`src/rtl/cla_wide_add_seq.sv`:
```
// cla_wide_add_seq: wide adder that reuses one SLICE-bit carry-lookahead slice.
// Operands are latched on accept, and the slice then works from LSB to MSB at one
// chunk per cycle. The carry between chunks is held in a register.
// Optional feature macro: ADDSUB_EN. When it is defined, the block has a `sub` port
// and subtracts a - b by latching ~b and forcing the carry-in to 1.
module cla_wide_add_seq #(
    parameter int WIDTH = 64,
    parameter int SLICE = 16
) (
    input  logic             clk,
    input  logic             rst,
    input  logic             in_valid,
    output logic             in_ready,
    input  logic [WIDTH-1:0] a,
    input  logic [WIDTH-1:0] b,
    input  logic             cin,
`ifdef ADDSUB_EN
    input  logic             sub,
`endif
    output logic             out_valid,
    input  logic             out_ready,
    output logic [WIDTH-1:0] sum,
    output logic             cout
);

    localparam int NSLICE = WIDTH / SLICE;
    localparam int CW     = (NSLICE > 1) ? $clog2(NSLICE) : 1;
    localparam logic [CW-1:0] LAST = CW'(NSLICE - 1);

    typedef enum logic [1:0] {
        IDLE = 2'd0,
        RUN  = 2'd1,
        DONE = 2'd2
    } state_t;

    state_t                       r_state;
    state_t                       w_nextState;
    logic [CW-1:0]                r_cnt;
    logic                         r_carry;
    logic                         r_cout;
    logic [NSLICE-1:0][SLICE-1:0] r_a;
    logic [NSLICE-1:0][SLICE-1:0] r_b;
    logic [NSLICE-1:0][SLICE-1:0] r_sum;

    logic                         w_sub;
    logic [SLICE-1:0]             w_sliceA;
    logic [SLICE-1:0]             w_sliceB;
    logic [SLICE-1:0]             w_prop;
    logic [SLICE-1:0]             w_gen;
    logic [SLICE-1:0]             w_groupG;
    logic [SLICE-1:0]             w_groupP;
    logic [SLICE:0]               w_carry;
    logic [SLICE-1:0]             w_sliceSum;

`ifdef ADDSUB_EN
    assign w_sub = sub;
`else
    assign w_sub = 1'b0;
`endif

    assign in_ready  = (r_state == IDLE);
    assign out_valid = (r_state == DONE);
    assign sum       = r_sum;
    assign cout      = r_cout;

    // Lookahead slice for the current chunk. Prefix group generate/propagate terms let every bit carry come straight from the chunk carry-in.
    always_comb begin
        w_sliceA   = r_a[r_cnt];
        w_sliceB   = r_b[r_cnt];
        w_prop     = w_sliceA ^ w_sliceB;
        w_gen      = w_sliceA & w_sliceB;
        w_groupG   = '0;
        w_groupP   = '0;
        w_carry    = '0;
        w_groupG[0] = w_gen[0];
        w_groupP[0] = w_prop[0];
        for (int i = 1; i < SLICE; i++) begin
            w_groupG[i] = w_gen[i] | (w_prop[i] & w_groupG[i-1]);
            w_groupP[i] = w_prop[i] & w_groupP[i-1];
        end
        w_carry[0] = r_carry;
        for (int i = 0; i < SLICE; i++) begin
            w_carry[i+1] = w_groupG[i] | (w_groupP[i] & r_carry);
        end
        w_sliceSum = w_prop ^ w_carry[SLICE-1:0];
    end

    // State register. Reset drops any operation in flight and returns to IDLE.
    always_ff @(posedge clk) begin
        if (rst) begin
            r_state <= IDLE;
        end else begin
            r_state <= w_nextState;
        end
    end

    // Next-state logic. RUN stays for one cycle per chunk, and DONE waits for the consumer.
    always_comb begin
        w_nextState = r_state;
        case (r_state)
            IDLE:    if (in_valid)       w_nextState = RUN;
            RUN:     if (r_cnt == LAST)  w_nextState = DONE;
            DONE:    if (out_ready)      w_nextState = IDLE;
            default:                     w_nextState = IDLE;
        endcase
    end

    // Datapath. It latches the operands on accept, writes back one sum chunk per RUN cycle, and holds the results in DONE.
    always_ff @(posedge clk) begin
        if (rst) begin
            r_cnt   <= '0;
            r_carry <= 1'b0;
            r_sum   <= '0;
            r_cout  <= 1'b0;
        end else begin
            case (r_state)
                IDLE: begin
                    if (in_valid) begin
                        r_a     <= a;
                        r_b     <= w_sub ? ~b : b;
                        r_carry <= w_sub ? 1'b1 : cin;
                        r_cnt   <= '0;
                    end
                end
                RUN: begin
                    r_sum[r_cnt] <= w_sliceSum;
                    r_carry      <= w_carry[SLICE];
                    if (r_cnt == LAST) begin
                        r_cout <= w_carry[SLICE];
                        r_cnt  <= '0;
                    end else begin
                        r_cnt <= r_cnt + CW'(1);
                    end
                end
                default: begin
                end
            endcase
        end
    end

endmodule

```
`config.mk`:
```
export PLATFORM = sky130hd
export DESIGN_NAME = cla_wide_add_seq
export DESIGN_NICKNAME = d
export VERILOG_FILES = /design/src/rtl/cla_wide_add_seq.sv
export SDC_FILE = /design/constraint.sdc
export NUM_CORES = 1
export LEC_CHECK = 0
export CORE_MARGIN = 5
export CORE_UTILIZATION = 50
export CTS_CLUSTER_SIZE = 40
export DETAILED_ROUTE_END_ITERATION = 8
export GPL_TIMING_DRIVEN = 0
export PLACE_DENSITY = 0.81
export SLEW_MARGIN = 20
export SYNTH_ARGS = -nofsm -noshare
export SYNTH_HDL_FRONTEND = slang
export SYNTH_SLANG_ARGS = --single-unit
```
`constraint.sdc`:
```
create_clock -name clk -period 14.3 [get_ports clk]
set_input_delay 2.86 -clock clk [delete_from_list [all_inputs] [get_ports clk]]
set_output_delay 2.86 -clock clk [all_outputs]
set_load 0.05 [all_outputs]
```
# Word level (Yosys, flattened, before mapping)
# Cells that the tools add are included.
dict set report totals {
  ff_bits 198
  latchBits 0
  ramBits 0
  rom_bits 0
  input_bits 133
  n_memories 0
}
dict set report op_classes {
  n_addsub 1
  multipliers 0
  n_div 0
  magnitude_cmp 2
  n_eq_ne 6
  shift 0
  muxes 16
  bitwise 81
  reduce_logical 7
}
# operator count
set ops {}
lappend ops {{16-bit binary-select mux with 2-bit select} 2}
lappend ops {{64-bit bitwise mux} 1}
lappend ops {{16-bit two-way mux} 3}
lappend ops {{1-bit AND} 46}
lappend ops {{16-bit demux with 2-bit select} 1}
lappend ops {{16-bit bitwise XOR} 2}
lappend ops {{1-bit bitwise OR} 31}
lappend ops {{16-bit AND} 1}
lappend ops {{2-bit two-way mux} 5}
lappend ops {{2-bit one-hot mux with 3 select lines} 1}
lappend ops {{3-bit AND reduction} 2}
lappend ops {{2-bit equality test, second input constant} 2}
lappend ops {{2-bit != test, second input constant} 2}
lappend ops {{2-bit one-hot mux with 2 select lines} 1}
lappend ops {{2-bit AND reduction} 2}
lappend ops {{2-bit by 3-bit less-than comparator with 1-bit output, second input constant} 1}
lappend ops {{2-bit by 1-bit adder with 2-bit output, second input constant} 1}
lappend ops {{2-bit by 1-bit equality test with 1-bit output, second input constant} 1}
lappend ops {{2-bit by 1-bit >= comparator with 1-bit output, second input constant} 1}
lappend ops {{2-bit zero test} 1}
lappend ops {{2-bit by 1-bit != test with 1-bit output, second input constant} 1}
lappend ops {{1-bit one-hot mux with 2 select lines} 1}
lappend ops {{2-bit nonzero test} 1}
lappend ops {{1-bit logical AND} 1}
lappend ops {{2 further kinds} 2}

# Logic depth before layout (Yosys ltp)
dict set report depth {
  word_depth 35
  depth_mapped 11
  mapped_depth_nobuf 8
}

# Least setup slack after synthesis
# OpenSTA, ideal clock, no wires.
dict set report synth_path {
  path_type {input to register}
  start {in rst}
  end {reg r_a[0] in the netlist's numbering (enable)}
  arrival_time_ns 12.188
  slack_ns 1.340
  cell_stages 4
  path_buffers 3
  path_cell_list {clkbuf_1 clkbuf_1 clkbuf_1 nor3_1}
}
dict set report synth_via {
  elab_chain_cells 2
}
# element line_no
set synth_lines {}
lappend synth_lines {{start, declared} 11} ;# input logic rst,
lappend synth_lines {{1-bit inverter (no source line)} --}
lappend synth_lines {{3-bit AND reduction (no source line)} --}
lappend synth_lines {{end signal, assigned} 119} ;# r_a <= a;
lappend synth_lines {{end, declared} 41} ;# logic [NSLICE-1:0][SLICE-1:0] r_a;
# No other way between the ends.
# A chain may end at the register's enable or synchronous reset.

# Final worst setup path
dict set report layout_path {
  start {in rst}
  end {reg r_a[57] in the netlist's numbering (enable)}
}
# Same word-level chain as after synthesis.

==> reports/metrics.cfg <==
[status]
outcome = completed

[yosys]
syn_area_sq_um = 8250
netlist_instances = 605
ys_seq_area_frac = 0.636
syn-num-nets = 759
yosysMostFrequentCell = edfxtp_1
syn_avg_cell_area_sq_um = 13.6
ys_warn_count = 0
async_reset_ff_frac = 0
yosysUniqueCellTypes = 52
ys_seq_elements = 198
yosys.area.top_type = edfxtp_1
ys_top_cells_by_count = edfxtp_1 (128), nand2_1 (72), dfxtp_1 (70)
synth_edf_count = 128
yosysTopAreaCellShare = 0.466
synth_area_leaders = edfxtp_1 (47%), dfxtp_1 (17%), mux4_2 (8.7%), nand2_1 (3.3%), ha_1 (3.0%)
synth_ff_type = edfxtp_1

[timing]
fmaxAchievable_mhz = 179
period_needed_ns = 5.59
layout_setup_ws_ns = 8.71
setup_viol = 0
fin_crit_sh = 0.391
hold_viol = 0
worst_pin_slew_ns = 0.682
relSlewSlack = 0.545
final_max_slew_viol_count = 0
clock_skew_ns = 0.00837
rsz0062_at_grt = no

[detailed_routing]
drc = 0
drtIter0Drc = 439
route.met2.wl_microns = 10500
wl_met3_microns = 1570
wl_met1_microns = 8450
top_layer = met4
vias = 6020
ant_nets = 0
first_pass_iters = 5
post_drt_wl_per_cell_microns = 19.6
drt-total-wl_microns = 20900
viasPerCell = 5.64

[place]
gp_congestion = 0.911
io_buffers = 198
placed_area_sq_um = 10600
place_hpwl_microns = 16100
dpl_worst_slack_ns = 8.29

[worst_setup_path]
critPathLaunch = rst
cp_top_family = buffers and inverters
required_ns = 14.43
endpoint_kind = flip-flop
slowest_stage = nor3_2
cp_max_fo = 12
crit_arrival_ns = 5.72
critPathLaunchType = primary input
worst_path_largest_cell_delay_ns = 0.40
crit_chain = clkbuf_1 -> clkbuf_1 -> clkbuf_1 -> nor3_2 -> buf_4 -> buf_4 -> buf_6 -> buf_4 -> buf_4 -> buf_4 -> buf_4
critical_path_class = in2reg
timing.rr.start = r_cnt[0]$_SDFFE_PP0P_
crit_path_frequent_cell = buf_4
path_buf_inv = 10

[cts]
htree_levels = 4
ctsResizeCount = 0
insertion_delay_ns = 0.43
clockRootBuffer = clkbuf_16
cts_sinks = 198
numCtsBuffers = 17
postCtsSetupBuffers = 0
cts_buffer_depth = 2
cts.clk_slew.worst_paths_ns = 0.07
cts.hold.buffers_added = 0
cts_tree = built

[layout]
num_antenna_cells = 0
fillers = 1107
area_growth_pct = 35.3
fin_util = 0.680
finalInstanceArea_sq_um = 11200
final_net_count = 988
layout-drive-gt1-share = 0.118

[global_route]
grt_max_degree = 18
grt_pass1_wl_microns = 33100
grt_pass1_vias = 6326
antenna_found_initial = 0
grt_use_total = 0.218
overflow = 0

[die]
rows = 47
ioPinCount = 200
die_h_microns = 138
start_util = 0.503
dieArea_sq_um = 19200
die_w_microns = 138
coreArea_sq_um = 16400

[pwr]
p_leak_uw = 0.00373
power_uw = 1340
power-per-cell-area_nw_per_um2 = 120
ir_worst_vdd_mv = 0.0909

[hold_path]
hold_class = reg2reg
hold_start = sum[48]$_SDFFE_PP0P_

[run]
maxCapViolations = 0

[cell usage in the layout (no fill, tap or decap), types with 12 or more instances in the layout]
master,count
clkdlybuf4s50_1,198
clkbuf_1,25
a211oi_1,18
nand3b_1,14
a21oi_1,43
nand3_1,12
nor2_1,34
mux4_2,32
nand2_1,72
edfxtp_1,128
clkbuf_16,17
dfxtp_1,70
ha_1,20
[routing by layer]
layer  vias to the layer above  GRT usage
li1                       2768          -
met1                      2937      0.279
met2                       282      0.369
met3                        33     0.0573
met4                         0     0.0640
met5                         -          0
[worst reg2reg max path, cell delays in order, from the launching register on]
cell and delay (ns):
dfxtp_1 0.37, clkbuf_1 0.47, buf_2 0.45, mux4_2 0.60
ha_1 0.40, a211oi_2 0.31, o21ai_2 0.17, a211oi_1 0.52
nand4b_1 0.23, o311a_4 0.21, a211oi_1 0.25
[kinds of logic (layout without fill, tap and decap cells)]
group           after synthesis  after routing  share of synthesized area
fa+ha+maj                    21             21                     0.0328
compound gates              125            125                      0.111
simple gates                179            179                      0.105
buf+inv                      43            285                     0.0211
flops                       198            198                      0.636
xor+xnor                      6              6                    0.00637
mux                          33             33                     0.0886
[through the flow]
stage,setup TNS [ns],instances,hold WS (ns)
2_1_floorplan,0,605,0.489
3_3_place_gp,-131.52,1023,0.445
3_5_place_dp,0,1035,0.450
4_1_cts,0,1067,0.459
5_1_grt,0,1067,0.480
6_report,0,1067,0.457
[where the power goes]
part / internal, uW / leakage, uW / switching, uW / total, uW
Combinational: 103 / 0.00171 / 139 / 242
Clock: 242 / 0.000263 / 213 / 455
Sequential: 635 / 0.00175 / 9.78 / 645
Total: 980 / 0.00373 / 362 / 1340
[cell type report]
type                            count  area, sq um  share of cell area
Timing Repair Buffer              210         2080               0.186
Clock inverter                     14          126              0.0113
Clock buffer                       18          429              0.0384
Multi-Input combinational cell    364         2840               0.254
Sequential cell                   198         5250               0.470
Inverter                            6         22.5             0.00202
Buffer                             37          151              0.0136
Tap cell                          220          275              0.0247
[worst paths after layout]
check,end,slack [ns],depth (start not counted)
worst max-delay path,r_a[57]$_DFFE_PP_,8.71,11
worst min-delay path,sum[48]$_SDFFE_PP0P_,0.46,2
worst max register to register,sum[44]$_SDFFE_PP0P_,10.22,10
worst min register to register,sum[48]$_SDFFE_PP0P_,0.46,2
[state kept, by name, indices dropped and copies added (netlist names)]
signal and count:
cout 1, r_a 64, r_b 64, r_carry 1, r_cnt 2, r_state 2
sum 64
No activity file was read; power rests on OpenSTA's default activity.
==> edit 1 (same flow settings) <==
Build with the macro `ADDSUB_EN` defined.
--- a/src/rtl/cla_wide_add_seq.sv
+++ b/src/rtl/cla_wide_add_seq.sv
@@ -5,2 +5,4 @@
 // and subtracts a - b by latching ~b and forcing the carry-in to 1.
+`define ADDSUB_EN
+
 module cla_wide_add_seq #(
Ports: changed (added sub); port bits go from 200 to 201. The function was not compared with the original's and may differ.
==> edit 1 against the unedited design <==
Power is 2.8% higher; synthesized area grew 5.0%; sequential cell count unchanged; combinational power is 5% higher; worst setup slack better by 0.75 ns; maximum frequency increased by 15%; clock skew about the same; cell count is 5.5% higher; core utilization is 0.12 points lower; cell area increased by 4.1%; routed wire length about the same; first-iteration DRC count is 8.4% higher; critical path type is now reg -> out; critical endpoint is now out_valid; largest cell class unchanged.
==> edit 1: results (changes against the unedited design) <==
Setup path
• **arrival time at the worst endpoint** 1.98 ns, was 5.72 ns
• **worst-path fanout max** 8, was 12
• **launching instance or port of the critical path** r_state[1], was rst
• **capture point of the worst reg-to-reg path** sum[60], was sum[44]

Synth
• **largest cells by area after synthesis** edfxtp_1, dfxtp_1, mux4_2, xor2_1, nand2_1, was edfxtp_1, dfxtp_1, mux4_2, nand2_1, ha_1
• **post-synthesis sequential area ratio** 0.606, was 0.636
• **gate count of the mapped netlist** 657, was 605
• **count of unique library cells instantiated by Yosys** 51, was 52
• **synthesized net count** 812, was 759

Drt
• **Via density** 5.40, was 5.64
• **initial detailed-routing violation count** 476, was 439
• **DR vias** 6079, was 6020

Hold path
• **endpoint of the worst hold path** sum[3], was sum[48]
• **startpoint of the worst hold path** sum[3], was sum[48]

GRT
• **global-route total usage across every layer** 0.216, was 0.218
• **number of global-route vias before repair** 6274, was 6326

Timing
• **max-slew headroom at the worst pin** 0.382, was 0.545
• **worst hold slack after final layout** 0.458 ns, was 0.457 ns
• **maximum clock skew at final layout** 0.00881 ns, was 0.00837 ns

Placed design
• **# port buffers** 199, was 198
• **GPL Wtd Cong** 0.862, was 0.911

Cells and area
• **proportion of layout cells with a drive suffix above 1** 0.0966, was 0.118
• **net count of the finished layout** 1044, was 988

Power
• **largest voltage drop on the vdd net** 0.0000905 V, was 0.0000909 V

Status
• **status** finished, final reports clean, unchanged

-- edit 1: cell families (layout without fill, tap and decap cells) --
group,Yosys count,in the layout,share of synthesized area
flip-flops,198,198,0.606
AND/OR/NAND/NOR,168,168,0.0933
AO/OA/AOI/OAI,117,117,0.0912
XOR/XNOR,72,72,0.0728
buffers and inverters,47,291,0.0204
multiplexers,34,34,0.0855
adder cells (fa/ha/maj),21,21,0.0312
-- edit 1: cell type report --
cell class	instances	area, sq um	area share
Clock inverter	13	149	0.0128
Timing Repair Buffer	213	2100	0.181
Sequential cell	198	5250	0.451
Inverter	9	33.8	0.00291
Clock buffer	18	429	0.0369
Multi-Input combinational cell	412	3240	0.279
Tap cell	225	282	0.0242
Buffer	38	143	0.0123
-- edit 1: layer usage --
| layer | track usage | wire length [um] |
|---|---|---|
| met5 | 0 | 0 |
| met4 | 0.0652 | 307 |
| met3 | 0.0593 | 1750 |
| met2 | 0.350 | 10100 |
| met1 | 0.287 | 8770 |
-- edit 1: report_power, final --
group,switching (mW),internal (mW)
logic,0.145,0.109
registers,0.00992,0.640
clock network,0.215,0.260
-- edit 1: how the worst max path moves through the flow --
stage          slack, ns   endpoint  cells past startpoint
2_1_floorplan       1.36     r_a[0]                      4
3_3_place_gp       -1.76     r_b[3]                      4
3_5_place_dp        9.05    r_b[35]                      8
4_1_cts             9.42    sum[60]                     10
5_1_grt             9.09    sum[60]                     10
6_report            9.46  out_valid                      2
-- edit 1: critical path, stage by stage (launching register included) --
cell,delay (ns)
dfxtp_1,0.49
nor2b_1,0.22
clkdlybuf4s50_1,0.83
==> edit 2 (same flow settings) <==
Made on the original files. The 3 states of `state_t` get a one-hot encoding in 3 bits.
--- a/src/rtl/cla_wide_add_seq.sv
+++ b/src/rtl/cla_wide_add_seq.sv
@@ -29,6 +29,6 @@
 
-    typedef enum logic [1:0] {
-        IDLE = 2'd0,
-        RUN  = 2'd1,
-        DONE = 2'd2
+    typedef enum logic [2:0] {
+        IDLE = 3'b001,
+        RUN  = 3'b010,
+        DONE = 3'b100
     } state_t;
Formal check against the unedited RTL: same outputs for any inputs over 4 cycles, from zero or initial values and one cycle with rst high; so few cycles prove little.
==> edit 2 against the unedited design <==
Sequential cell count grew 1; cell area shrank 0.15%; worst setup slack gained 0.67 ns; count of clock-buffer cells in the layout is the same; highest routed layer unchanged; routed wire length shrank 3.8%; synthesized area shrank 0.91%; cell count shrank 0.84%; die area shrank 0.84%; non-clock buffer count shrank 9; largest cell class unchanged.
Power is not compared: it rests on default switching activity, and its combinational part moved more than twofold at a synthesized area within 25%.
==> edit 2: results (changes against the unedited design) <==
Drt
• **highest metal layer used by the detailed router** met4, unchanged
• **Via density** 5.48, was 5.64
• **initial detailed-routing violation count** 568, was 439
• **drt pass-1 iters** 5, unchanged
• **Met1 Routed Length** 8310 um, was 8450 um
• **wire length per cell after detailed routing** 19.0 um, was 19.6 um
• **sum of met3 wire segment lengths after detailed routing** 1460 um, was 1570 um
• **detailed route wirelength on metal2** 9900 um, was 10500 um

Cells and area
• **clk tree area frac** 0.0549, was 0.0498
• **multi-input combinational gate total** 364, unchanged
• **number of buffers other than clock buffers in the final layout** 238, was 247
• **final cell count without fillers** 1058, was 1067
• **Non-CTS inverters** 9, was 6
• **signal buffers share of area** 0.200, about the same
• **area of the multi-input gates** 2730 sq um, was 2840 sq um
• **proportion of layout cells with a drive suffix above 1** 0.0998, was 0.118
• **net count of the finished layout** 983, was 988
• **sequential cell area share** 0.472, was 0.470
• **filler cell count in the final layout** 1066, was 1107

Placed design
• **# port buffers** 198, unchanged
• **final HPWL from detailed placement** 15500 um, was 16100 um
• **GPL Wtd Cong** 0.884, was 0.911
• **Cell Count Post-Placement** 1026, was 1035

GRT
• **global-route wire length before repair** 31500 um, was 33100 um
• **number of antenna violations at the first check in global routing** 0, unchanged
• **global-route total usage across every layer** 0.222, was 0.218
• **largest net degree at the start of global routing** 30, was 18
• **number of global-route vias before repair** 5955, was 6326

Timing
• **slew at the pin closest to its max-slew limit** 0.872 ns, was 0.682 ns
• **summed negative setup slack over all endpoints** 0 ns, unchanged
• **maximum clock skew at final layout** 0.00828 ns, was 0.00837 ns

Synth
• **synthesized net count** 762, was 759
• **EDFF count, synth** 128, unchanged
• **per-instance average area after synthesis** 13.4 sq um, was 13.6 sq um
• **post-synthesis sequential area ratio** 0.644, was 0.636
• **count of unique library cells instantiated by Yosys** 54, was 52
• **main flop type after synthesis** edfxtp_1, unchanged
• **number of warnings reported in the yosys synthesis log** 0, unchanged
• **most used standard cells in the synthesized netlist** edfxtp_1, nand2_1, dfxtp_1, a21oi_1, nor2_1, unchanged
• **#FFs+latches synth** 199, was 198
• **largest cells by area after synthesis** edfxtp_1, dfxtp_1, mux4_2, nand2_1, ha_1, unchanged

Setup path
• **worst-path fanout max** 29, was 12
• **arrival time at the worst endpoint** 5.07 ns, was 5.72 ns

Clock tree
• **Num CTS Buffers** 17, unchanged
• **root cell of the clock tree** clkbuf_16, unchanged
• **post-CTS setup buffer count** 0, unchanged
• **worst skew pair latency** 0.44 ns

Status
• **status** finished, final reports clean, unchanged

Power
• **power in sequential cells** 0.718 mW
• **largest voltage drop on the vdd net** 0.0000956 V
• **switching power** 0.523 mW

edit 2: final timing paths:
path / end / startpoint / depth (start not counted) / slack (ns)
hold / removal: sum[23] / sum[23] / 2 / 0.47
setup reg to reg: sum[63] / r_cnt[0] / 10 / 9.92
setup / recovery: r_a[18] / in_valid / 7 / 9.37
hold reg to reg: sum[23] / sum[23] / 2 / 0.47
edit 2: logic make-up after synthesis:
| group | after synthesis | share of synthesized area |
|---|---|---|
| flip-flops | 199 | 0.644 |
| AND/OR/NAND/NOR | 170 | 0.0947 |
| AO/OA/AOI/OAI | 124 | 0.0980 |
| buffers and inverters | 45 | 0.0223 |
| multiplexers | 38 | 0.0960 |
| adder cells (fa/ha/maj) | 21 | 0.0331 |
| XOR/XNOR | 11 | 0.0118 |
edit 2: per-layer routing:
metal | GRT usage | up-vias
met5 | 0 | -
met4 | 0.0823 | 0
met1 | 0.293 | 2790
met2 | 0.361 | 233
li1 | - | 2731
met3 | 0.0519 | 39
edit 2: worst max-delay path: stages:
cell and delay, ns:
clkdlybuf4s50_1 0.48, nand2_1 0.14, nor2_4 0.70, buf_16 0.25, buf_16 0.20, buf_12 0.21
buf_16 0.20
edit 2: per-stage QoR:
step | power [mW] | hold WS (ns) | area (sq um) | worst slack, ns | utilization
6_report | 1.70 | 0.466 | 11100 | 9.37 | 0.699
5_1_grt | 1.78 | 0.483 | 11100 | 9.21 | 0.699
4_1_cts | 1.71 | 0.460 | 11100 | 9.37 | 0.699
3_5_place_dp | 1.21 | 0.451 | 10500 | 8.90 | 0.661
3_3_place_gp | 1.20 | 0.449 | 10400 | 3.56 | 0.654
2_1_floorplan | 1.06 | 0.527 | 8170 | 5.09 | -
